--- src/rtl/vending_customer_if.sv ---
// Command, machine-drive and machine-sense signals of the vending customer,
// bundled so the customer and its environment connect through one port.
interface vending_customer_if #(
    parameter int NUM_COINS = 3,
    parameter int NUM_ITEMS = 4
);
    logic                 i_cmd_valid;
    logic                 o_cmd_ready;
    logic [1:0]           i_cmd_item;
    logic [1:0]           i_cmd_coin;
    logic [7:0]           i_cmd_max_coins;
    logic [NUM_COINS-1:0] o_input_coin;
    logic [NUM_ITEMS-1:0] o_select_item;
    logic                 o_trigger_return;
    logic [NUM_ITEMS-1:0] i_available_item;
    logic [NUM_ITEMS-1:0] i_output_item;
    logic [NUM_COINS-1:0] i_return_coin;
    logic                 o_done;
    logic [1:0]           o_status;
    logic [7:0]           o_coins_spent;
    logic [15:0]          o_change_total;

    modport master (
        input  i_cmd_valid, i_cmd_item, i_cmd_coin, i_cmd_max_coins,
               i_available_item, i_output_item, i_return_coin,
        output o_cmd_ready, o_input_coin, o_select_item, o_trigger_return,
               o_done, o_status, o_coins_spent, o_change_total
    );

    modport slave (
        output i_cmd_valid, i_cmd_item, i_cmd_coin, i_cmd_max_coins,
               i_available_item, i_output_item, i_return_coin,
        input  o_cmd_ready, o_input_coin, o_select_item, o_trigger_return,
               o_done, o_status, o_coins_spent, o_change_total
    );
endinterface

--- src/rtl/vending_customer.sv ---
// Buys one item per command: feeds coins until the item is available or the
// budget is spent, selects, waits for dispense, then collects the change.
module vending_customer #(
    parameter int NUM_COINS = 3,
    parameter int NUM_ITEMS = 4,
    parameter logic [16*NUM_COINS-1:0] COIN_VALUES = {16'd1000, 16'd500, 16'd100},
    parameter int TIMEOUT = 16
) (
    input  logic               clk,
    input  logic               reset,
    vending_customer_if.master bus
);
    typedef enum logic [3:0] {
        S_IDLE      = 4'd0,
        S_CHECK     = 4'd1,
        S_INSERT    = 4'd2,
        S_GAP       = 4'd3,
        S_SELECT    = 4'd4,
        S_WAIT_ITEM = 4'd5,
        S_RETURN    = 4'd6,
        S_COLLECT   = 4'd7,
        S_DONE      = 4'd8
    } state_t;

    localparam logic [1:0]  ST_OK      = 2'b00;
    localparam logic [1:0]  ST_BUDGET  = 2'b01;
    localparam logic [1:0]  ST_TIMEOUT = 2'b10;
    localparam logic [15:0] TIMEOUT_L  = 16'(TIMEOUT);

    state_t               state_q, state_d;
    logic [1:0]           item_q, item_d, coin_q, coin_d;
    logic [7:0]           budget_q, budget_d, spent_q, spent_d;
    logic [15:0]          wait_q, wait_d, change_q, change_d;
    logic                 zero_q, zero_d;
    logic [1:0]           status_q, status_d;
    logic                 ready_q, ready_d, trig_q, trig_d, done_q, done_d;
    logic [NUM_COINS-1:0] coin_pulse_q, coin_pulse_d;
    logic [NUM_ITEMS-1:0] sel_pulse_q, sel_pulse_d;
    logic                 item_avail_s, item_out_s;

    // Out-of-range indices map to an all-zero vector, so no pulse is driven.
    function automatic logic [NUM_COINS-1:0] coin_onehot(input logic [1:0] idx);
        logic [NUM_COINS-1:0] v;
        for (int i = 0; i < NUM_COINS; i++) v[i] = (int'(idx) == i);
        return v;
    endfunction

    function automatic logic [NUM_ITEMS-1:0] item_onehot(input logic [1:0] idx);
        logic [NUM_ITEMS-1:0] v;
        for (int i = 0; i < NUM_ITEMS; i++) v[i] = (int'(idx) == i);
        return v;
    endfunction

    function automatic logic item_bit(input logic [NUM_ITEMS-1:0] vec, input logic [1:0] idx);
        logic hit;
        hit = 1'b0;
        for (int i = 0; i < NUM_ITEMS; i++) hit = hit | (vec[i] & (int'(idx) == i));
        return hit;
    endfunction

    function automatic logic [15:0] coin_sum(input logic [NUM_COINS-1:0] bits);
        logic [15:0] s;
        s = 16'd0;
        for (int i = 0; i < NUM_COINS; i++) s = s + (bits[i] ? COIN_VALUES[16*i +: 16] : 16'd0);
        return s;
    endfunction

    assign item_avail_s = item_bit(bus.i_available_item, item_q);
    assign item_out_s   = item_bit(bus.i_output_item, item_q);

    // Next-state, counters, and output lookahead so every output comes from a flop.
    always_comb begin
        state_d  = state_q;
        item_d   = item_q;
        coin_d   = coin_q;
        budget_d = budget_q;
        spent_d  = spent_q;
        wait_d   = wait_q;
        change_d = change_q;
        zero_d   = zero_q;
        status_d = status_q;
        case (state_q)
            S_IDLE: begin
                if (bus.i_cmd_valid) begin
                    item_d   = bus.i_cmd_item;
                    coin_d   = bus.i_cmd_coin;
                    budget_d = bus.i_cmd_max_coins;
                    spent_d  = 8'd0;
                    wait_d   = 16'd0;
                    change_d = 16'd0;
                    zero_d   = 1'b0;
                    status_d = ST_OK;
                    state_d  = S_CHECK;
                end else begin
                    state_d = S_IDLE;
                end
            end
            S_CHECK: begin
                if (item_avail_s) begin
                    state_d = S_SELECT;
                end else if (spent_q == budget_q) begin
                    status_d = ST_BUDGET;
                    state_d  = S_RETURN;
                end else begin
                    state_d = S_INSERT;
                end
            end
            S_INSERT: begin
                spent_d = spent_q + 8'd1;
                state_d = S_GAP;
            end
            S_GAP:    state_d = S_CHECK;
            S_SELECT: begin
                wait_d  = 16'd0;
                state_d = S_WAIT_ITEM;
            end
            S_WAIT_ITEM: begin
                if (item_out_s) begin
                    status_d = ST_OK;
                    state_d  = S_RETURN;
                end else begin
                    wait_d = wait_q + 16'd1;
                    if (wait_d == TIMEOUT_L) begin
                        status_d = ST_TIMEOUT;
                        state_d  = S_RETURN;
                    end else begin
                        state_d = S_WAIT_ITEM;
                    end
                end
            end
            S_RETURN: begin
                zero_d  = 1'b0;
                state_d = S_COLLECT;
            end
            S_COLLECT: begin
                change_d = change_q + coin_sum(bus.i_return_coin);
                if (bus.i_return_coin == '0) begin
                    if (zero_q) begin
                        state_d = S_DONE;
                    end else begin
                        zero_d = 1'b1;
                    end
                end else begin
                    zero_d = 1'b0;
                end
            end
            S_DONE:   state_d = S_IDLE;
            default:  state_d = S_IDLE;
        endcase
        ready_d      = (state_d == S_IDLE);
        coin_pulse_d = (state_d == S_INSERT) ? coin_onehot(coin_d) : '0;
        sel_pulse_d  = (state_d == S_SELECT) ? item_onehot(item_d) : '0;
        trig_d       = (state_d == S_RETURN);
        done_d       = (state_d == S_DONE);
    end

    // State, transaction context and registered outputs.
    always_ff @(posedge clk or posedge reset) begin
        if (reset) begin
            state_q      <= S_IDLE;
            item_q       <= 2'd0;
            coin_q       <= 2'd0;
            budget_q     <= 8'd0;
            spent_q      <= 8'd0;
            wait_q       <= 16'd0;
            change_q     <= 16'd0;
            zero_q       <= 1'b0;
            status_q     <= ST_OK;
            ready_q      <= 1'b1;
            coin_pulse_q <= '0;
            sel_pulse_q  <= '0;
            trig_q       <= 1'b0;
            done_q       <= 1'b0;
        end else begin
            state_q      <= state_d;
            item_q       <= item_d;
            coin_q       <= coin_d;
            budget_q     <= budget_d;
            spent_q      <= spent_d;
            wait_q       <= wait_d;
            change_q     <= change_d;
            zero_q       <= zero_d;
            status_q     <= status_d;
            ready_q      <= ready_d;
            coin_pulse_q <= coin_pulse_d;
            sel_pulse_q  <= sel_pulse_d;
            trig_q       <= trig_d;
            done_q       <= done_d;
        end
    end

    assign bus.o_cmd_ready      = ready_q;
    assign bus.o_input_coin     = coin_pulse_q;
    assign bus.o_select_item    = sel_pulse_q;
    assign bus.o_trigger_return = trig_q;
    assign bus.o_done           = done_q;
    assign bus.o_status         = status_q;
    assign bus.o_coins_spent    = spent_q;
    assign bus.o_change_total   = change_q;
endmodule
--- src/flat_wrapper.sv ---
// flat-port wrapper written by rule: the top's interface ports become plain ports
module vending_customer_flat 
#(
    parameter int NUM_COINS = 3,
    parameter int NUM_ITEMS = 4,
    parameter logic [16*NUM_COINS-1:0] COIN_VALUES = {16'd1000, 16'd500, 16'd100},
    parameter int TIMEOUT = 16
)
  (clk, reset, bus_i_cmd_valid, bus_i_cmd_item, bus_i_cmd_coin, bus_i_cmd_max_coins, bus_i_available_item, bus_i_output_item, bus_i_return_coin, bus_o_cmd_ready, bus_o_input_coin, bus_o_select_item, bus_o_trigger_return, bus_o_done, bus_o_status, bus_o_coins_spent, bus_o_change_total);
  vending_customer_if #(.NUM_COINS(NUM_COINS), .NUM_ITEMS(NUM_ITEMS)) bus_i ();
  input  logic clk;
  input  logic reset;
  input wire logic [$bits(bus_i.i_cmd_valid)-1:0] bus_i_cmd_valid;
  input wire logic [$bits(bus_i.i_cmd_item)-1:0] bus_i_cmd_item;
  input wire logic [$bits(bus_i.i_cmd_coin)-1:0] bus_i_cmd_coin;
  input wire logic [$bits(bus_i.i_cmd_max_coins)-1:0] bus_i_cmd_max_coins;
  input wire logic [$bits(bus_i.i_available_item)-1:0] bus_i_available_item;
  input wire logic [$bits(bus_i.i_output_item)-1:0] bus_i_output_item;
  input wire logic [$bits(bus_i.i_return_coin)-1:0] bus_i_return_coin;
  output wire logic [$bits(bus_i.o_cmd_ready)-1:0] bus_o_cmd_ready;
  output wire logic [$bits(bus_i.o_input_coin)-1:0] bus_o_input_coin;
  output wire logic [$bits(bus_i.o_select_item)-1:0] bus_o_select_item;
  output wire logic [$bits(bus_i.o_trigger_return)-1:0] bus_o_trigger_return;
  output wire logic [$bits(bus_i.o_done)-1:0] bus_o_done;
  output wire logic [$bits(bus_i.o_status)-1:0] bus_o_status;
  output wire logic [$bits(bus_i.o_coins_spent)-1:0] bus_o_coins_spent;
  output wire logic [$bits(bus_i.o_change_total)-1:0] bus_o_change_total;
  assign bus_i.i_cmd_valid = bus_i_cmd_valid;
  assign bus_i.i_cmd_item = bus_i_cmd_item;
  assign bus_i.i_cmd_coin = bus_i_cmd_coin;
  assign bus_i.i_cmd_max_coins = bus_i_cmd_max_coins;
  assign bus_i.i_available_item = bus_i_available_item;
  assign bus_i.i_output_item = bus_i_output_item;
  assign bus_i.i_return_coin = bus_i_return_coin;
  assign bus_o_cmd_ready = bus_i.o_cmd_ready;
  assign bus_o_input_coin = bus_i.o_input_coin;
  assign bus_o_select_item = bus_i.o_select_item;
  assign bus_o_trigger_return = bus_i.o_trigger_return;
  assign bus_o_done = bus_i.o_done;
  assign bus_o_status = bus_i.o_status;
  assign bus_o_coins_spent = bus_i.o_coins_spent;
  assign bus_o_change_total = bus_i.o_change_total;
  vending_customer #(.NUM_COINS(NUM_COINS), .NUM_ITEMS(NUM_ITEMS), .COIN_VALUES(COIN_VALUES), .TIMEOUT(TIMEOUT)) u_core (.clk(clk), .reset(reset), .bus(bus_i));
endmodule
--- config.mk ---
export PLATFORM = sky130hd
export DESIGN_NAME = vending_customer_flat
export DESIGN_NICKNAME = d
export VERILOG_FILES = /design/src/rtl/vending_customer_if.sv /design/src/rtl/vending_customer.sv /design/src/flat_wrapper.sv
export SDC_FILE = /design/constraint.sdc
export NUM_CORES = 1
export LEC_CHECK = 0
export ABC_AREA = 0
export CAP_MARGIN = 20
export CORE_ASPECT_RATIO = 1.75
export CORE_MARGIN = 5
export CORE_UTILIZATION = 54
export DETAILED_ROUTE_END_ITERATION = 8
export PLACE_DENSITY_LB_ADDON = 0.12
export SYNTH_ARGS = -nofsm -noshare
export SYNTH_HDL_FRONTEND = slang
export SYNTH_SLANG_ARGS = --single-unit
--- constraint.sdc ---
create_clock -name clk -period 3.6 [get_ports clk]
set_input_delay 0.36 -clock clk [delete_from_list [all_inputs] [get_ports clk]]
set_output_delay 0.36 -clock clk [all_outputs]
set_load 0.01 [all_outputs]
Yosys cells after proc, flatten, opt, wreduce, memory -nomap -nowiden:

Index checks and enable logic that the tools add are counted.
W data, S select, Z words.

* bits in registers: 69

* add/subtract/negate cells: 5
* eq/ne operators: 26
* multiplexer cells: 32
* bitwise gates (word level): 14
* reductions and logical operators: 17

Operators with widths (number)
* $add A16 B16 Y16: 3
* $pmux W16 S3: 1
* $mux W16: 2
* $pmux W16 S2: 1
* $pmux W4 S8: 1
* $eq A4 B3 Y1 const B: 6
* $mux W2: 10
* $mux W4: 5
* $add A16 B1 Y16 const B: 1
* $eq A16 B5 Y1 const B: 1
* $pmux W8 S2: 1
* $eq A2 B2 Y1 const B: 6
* $eq A4 B2 Y1 const B: 3
* $mux W10: 1
* $mux W9: 1
* $reduce_bool A3 Y1: 3
* $add A8 B1 Y8 const B: 1
* $and A1 B1 Y1: 8
* $eq A8 B8 Y1: 1
* $logic_not A4 Y1: 2
* $mux W8: 1
* $reduce_and A2 Y1: 4
* $mux W7: 1
* $logic_not A2 Y1: 3
* other kinds (15): 27

Logic depth before layout (Yosys ltp):

* word-level depth: 9
* mapped depth: 11
* gate-level depth less buffers: 11

Least setup slack after synthesis:

Ideal clock, no wire load.

* path type: input to register
* from: input bus_i_return_coin[0]
* to: register u_core.change_q[12], in the netlist u_core.bus.o_change_total[12]
* arrival time: 2.960 ns
* path slack: 0.561 ns
* stages: 10
* buffers on the path: 0
* path through: fa_1 > inv_1 > fa_1 > fa_1 > nor2b_1 > o21ai_0 > a21boi_0 > o221ai_1 > a21oi_1 > mux2i_1

* cells in the longest elaborated chain, start to end: 5

RTL lines
* from (decl): line flat_wrapper.sv:19 `input wire logic [$bits(bus_i.i_return_coin)-1:0] bus_i_return_coin;`
* $mux W7: line vending_customer.sv:64 `for (int i = 0; i < NUM_COINS; i++) s = s + (bits[i] ? COIN_VALUES[16*i +: 16] : 16'd0);`
* $add A16 B16 Y16 (2 in a row): line vending_customer.sv:64
* $add A16 B16 Y16: line vending_customer.sv:136 `change_d = change_q + coin_sum(bus.i_return_coin);`
* $pmux W16 S2: line vending_customer.sv:82 `case (state_q)`
* to (signal assigned): line vending_customer.sv:181 `change_q <= change_d;`
* to (decl): line vending_customer.sv:33 `logic [15:0] wait_q, wait_d, change_q, change_d;`

Every way passes these cells.
A chain may end at the register's enable or synchronous reset.

Worst setup path in the final report:

* from: input bus_i_return_coin[0]
* to: register u_core.change_q[14], in the netlist u_core.bus.o_change_total[14]

Same word-level chain as after synthesis.

==> results.md <==
* Status: completed
* Total grt overflow at 0
* Worst VDD drop at 0.5134 mV
* Die Footprint at 9081 um2
* Final worst slack at 0.2838 ns
* Internal at 2226 uW
* Most frequent cells in the layout: dfrtp_1, clkdlybuf4s50_1, nand2_1
* Routed Wire Length at 8.909 mm
* Logic gate share of total power at 45.1%
* Clk Latency, worst-skew pair at 0.33 ns
* IO Count at 62
* Reg2Reg Setup Slack at 0.79 ns
* MaxCap Viol Count at 0
* DRC violations left at 0
* Antenna diodes at 0
* Total Routing Usage GR at 21.72%
* Sequential fraction of the synthesis area at 43.06%
* CP startpoint: bus_i_return_coin[0]
* Initial Utilization at 54.64%
* Relative slew slack at 46.70%
* Nets@finish at 519
* Clock slew at reported path FFs at 0.05 ns
* F_max at 301.5 MHz
* Vias in the first global route at 3267
* Final Hold Viols at 0
* Critical path endpoint: u_core.bus.o_change_total[14]
* Total number of H-tree levels at 3
* CTS sink cnt at 67
* Switching Fraction at 38.81%
* Setup-failing EPs final at 0
* Post-synth EDFFs at 0
* Synth cell types at 56
* Ys flop type: dfrtp_1
* Power Density at 750.3 nW/um2
* Reg power frac at 33.5%
* CTS tree: done
* Clock Skew at 0.004451 ns
* DRT iter0 DRCs at 161
* Commonest non-fill, non-tap cell in the layout: dfrtp_1
* Die Span Y at 122.4 um
* Slew @ Worst Pin at 0.7884 ns
* Placement row count at 41
* Largest net degree at the start of global routing at 38
* Crit Reg-Reg Endpoint: u_core.bus.o_change_total[14]
* Synthesized cell area at 3896 um2
* Postcts setup bufs at 0
* First-pass GRT wire length at 15.19 mm
* Vias post-DR at 3226
* Yosys warning count at 0
* Period utilization at 92.12%
* Total CTS buffers at 9
* Clk pwr share at 21.4%
* PostCTS Resize Cnt at 0
* DP Worst Slack at -0.06963 ns
* Setup Crit Path Kind: in -> reg
* RSZ-0062 raised after global routing: no
* Post-DRT Antenna Nets at 0
* Fraction of layout cells with a size suffix above 1 at 8.936%
* R2R depth at 11
* CP Capture Type: register
* Post-route minimum period at 3.316 ns
* Core ar. at 7131 um2
* Maximum root-to-sink buffer count at 2
* Initial antenna violation count at 0
* Crit-path max FO at 3
* P_leak at 0.002137 uW
* Layout Cells excl Fill at 556
* Hold buffers post-CTS at 0
* Wirelength per Cell at 16.02 um
* Die X at 74.21 um
* Seq cells post-synth at 67
* Worst Path Required at 3.85 ns
* Switching power at 1412 uW
* RePlAce Congestion at 0.8420
* Layout area overhead at 24.47%
* Root Driver: clkbuf_16
* Ys async rst share at 100.0%
* Drt first pass iters at 4
* Vias/cell at 5.802
* Mapped Cells at 403
* Min-Delay Path Class: reg -> reg
* I/O Buffers at 59
* CP arrival at 3.57 ns
* Startpoint types: input port
* Syn Area/Cell at 9.668 um2
* Detailed Place HPWL at 6.670 mm
* Cell count after placement at 541
* Final Slew Violations at 0
* Worst R2R Start: u_core.bus.o_change_total[4]
## flip-flops by register name, summed over array words and instances (netlist names)
register and cells:
u_core.bus.o_cmd_ready 1, u_core.coin_q 2, u_core.bus.o_status 2, u_core.bus.o_select_item 4, u_core.item_q 2, u_core.bus.o_done 1
u_core.bus.o_input_coin 3, u_core.bus.o_change_total 14, u_core.bus.o_trigger_return 1, u_core.budget_q 8, u_core.state_q 4, u_core.bus.o_coins_spent 8
u_core.wait_q 16, u_core.zero_q 1
## how the worst min path moves through the flow
stage                                   from                       endpoint  cells after the start
2_1_floorplan                  u_core.zero_q                  u_core.zero_q                      2
3_3_place_gp                   u_core.zero_q                  u_core.zero_q                      2
3_5_place_dp   u_core.bus.o_change_total[15]  u_core.bus.o_change_total[15]                      1
4_1_cts        u_core.bus.o_change_total[15]  u_core.bus.o_change_total[15]                      1
5_1_grt        u_core.bus.o_change_total[15]  u_core.bus.o_change_total[15]                      1
6_report       u_core.bus.o_change_total[15]  u_core.bus.o_change_total[15]                      1
## layer usage
layer	wire (um)	GRT usage [%]
met2	4981	38.11
met4	282	9.688
met5	0	0
met3	227	5.410
met1	3418	24.24
## synth_stat cells (3+ instances only)
cell	n	area, um2
mux2_2	10	112.6
a31oi_1	3	18.77
buf_2	5	25.02
and2_1	5	31.28
mux2i_1	7	70.07
nor2_1	28	105.1
nor4_1	5	31.28
nand2b_1	4	25.02
o21ai_0	43	215.2
o41ai_1	4	35.03
inv_1	19	71.32
dfrtp_1	66	1652
nor3_1	15	75.07
clkbuf_1	9	33.78
nand4_1	7	43.79
a21oi_1	11	55.05
xor2_1	6	52.55
nand2_1	45	168.9
fa_1	7	140.1
o21a_1	3	22.52
ha_1	20	250.2
nand3_1	20	100.1
o2111ai_1	3	26.28
o31ai_1	5	37.54
and3_1	3	18.77
a21o_1	3	22.52
xnor2_1	13	113.9
## power by group through the flow
| stage | Combinational (uW) | Sequential [uW] | Clock [uW] |
|---|---|---|---|
| after global routing | 1860 | 1260 | 831 |
| after floorplan | 1090 | 1200 | 0 |
| after global placement | 1600 | 1220 | 0 |
| after CTS | 1650 | 1220 | 790 |
| final | 1640 | 1220 | 780 |
| after detailed placement | 1640 | 1230 | 0 |
## per-stage QoR
step / power (uW) / cell area [um2] / utilization, % / TNS [ns] / hold WS, ns
floorplan: 2290 / 3900 / - / 0 / 0.4611
global placement: 2822 / 4588 / 64.34 / 0 / 0.4788
detailed placement: 2874 / 4588 / 64.34 / -0.1229 / 0.4816
CTS: 3664 / 4850 / 68.01 / 0 / 0.4882
global route: 3946 / 4850 / 68.01 / 0 / 0.5108
finish: 3639 / 4850 / 68.01 / 0 / 0.4819
## area by class of cell
cell class / count / area (um2)
inverter: 19 / 71.32
timing repair buffer: 68 / 658.1
tap: 86 / 107.6
clock buffer: 12 / 246.5
fill: 581 / 2281
sequential: 67 / 1678
multi-input combinational: 301 / 2073
clock inverter: 3 / 15.01
## logic make-up (layout without fill, tap and decap cells)
family | count (synthesis) | after routing | synth area share, %
simple gates | 147 | 147 | 19.17
compound gates | 87 | 87 | 13.71
flops | 67 | 67 | 43.06
buf+inv | 36 | 102 | 3.821
fa+ha+maj | 27 | 27 | 10.02
xor+xnor | 19 | 19 | 4.271
mux | 19 | 19 | 5.845
other cells | 1 | 2 | 0.09625
## worst max-delay path: stages
cell	delay, ns
clkdlybuf4s50_1	0.47
fa_1	0.58
inv_1	0.06
fa_1	0.50
fa_1	0.47
nor2b_1	0.13
o21ai_0	0.11
a21boi_0	0.26
o221ai_1	0.23
a21oi_1	0.20
mux2i_1	0.20
No activity file was read; power rests on OpenSTA's default activity.
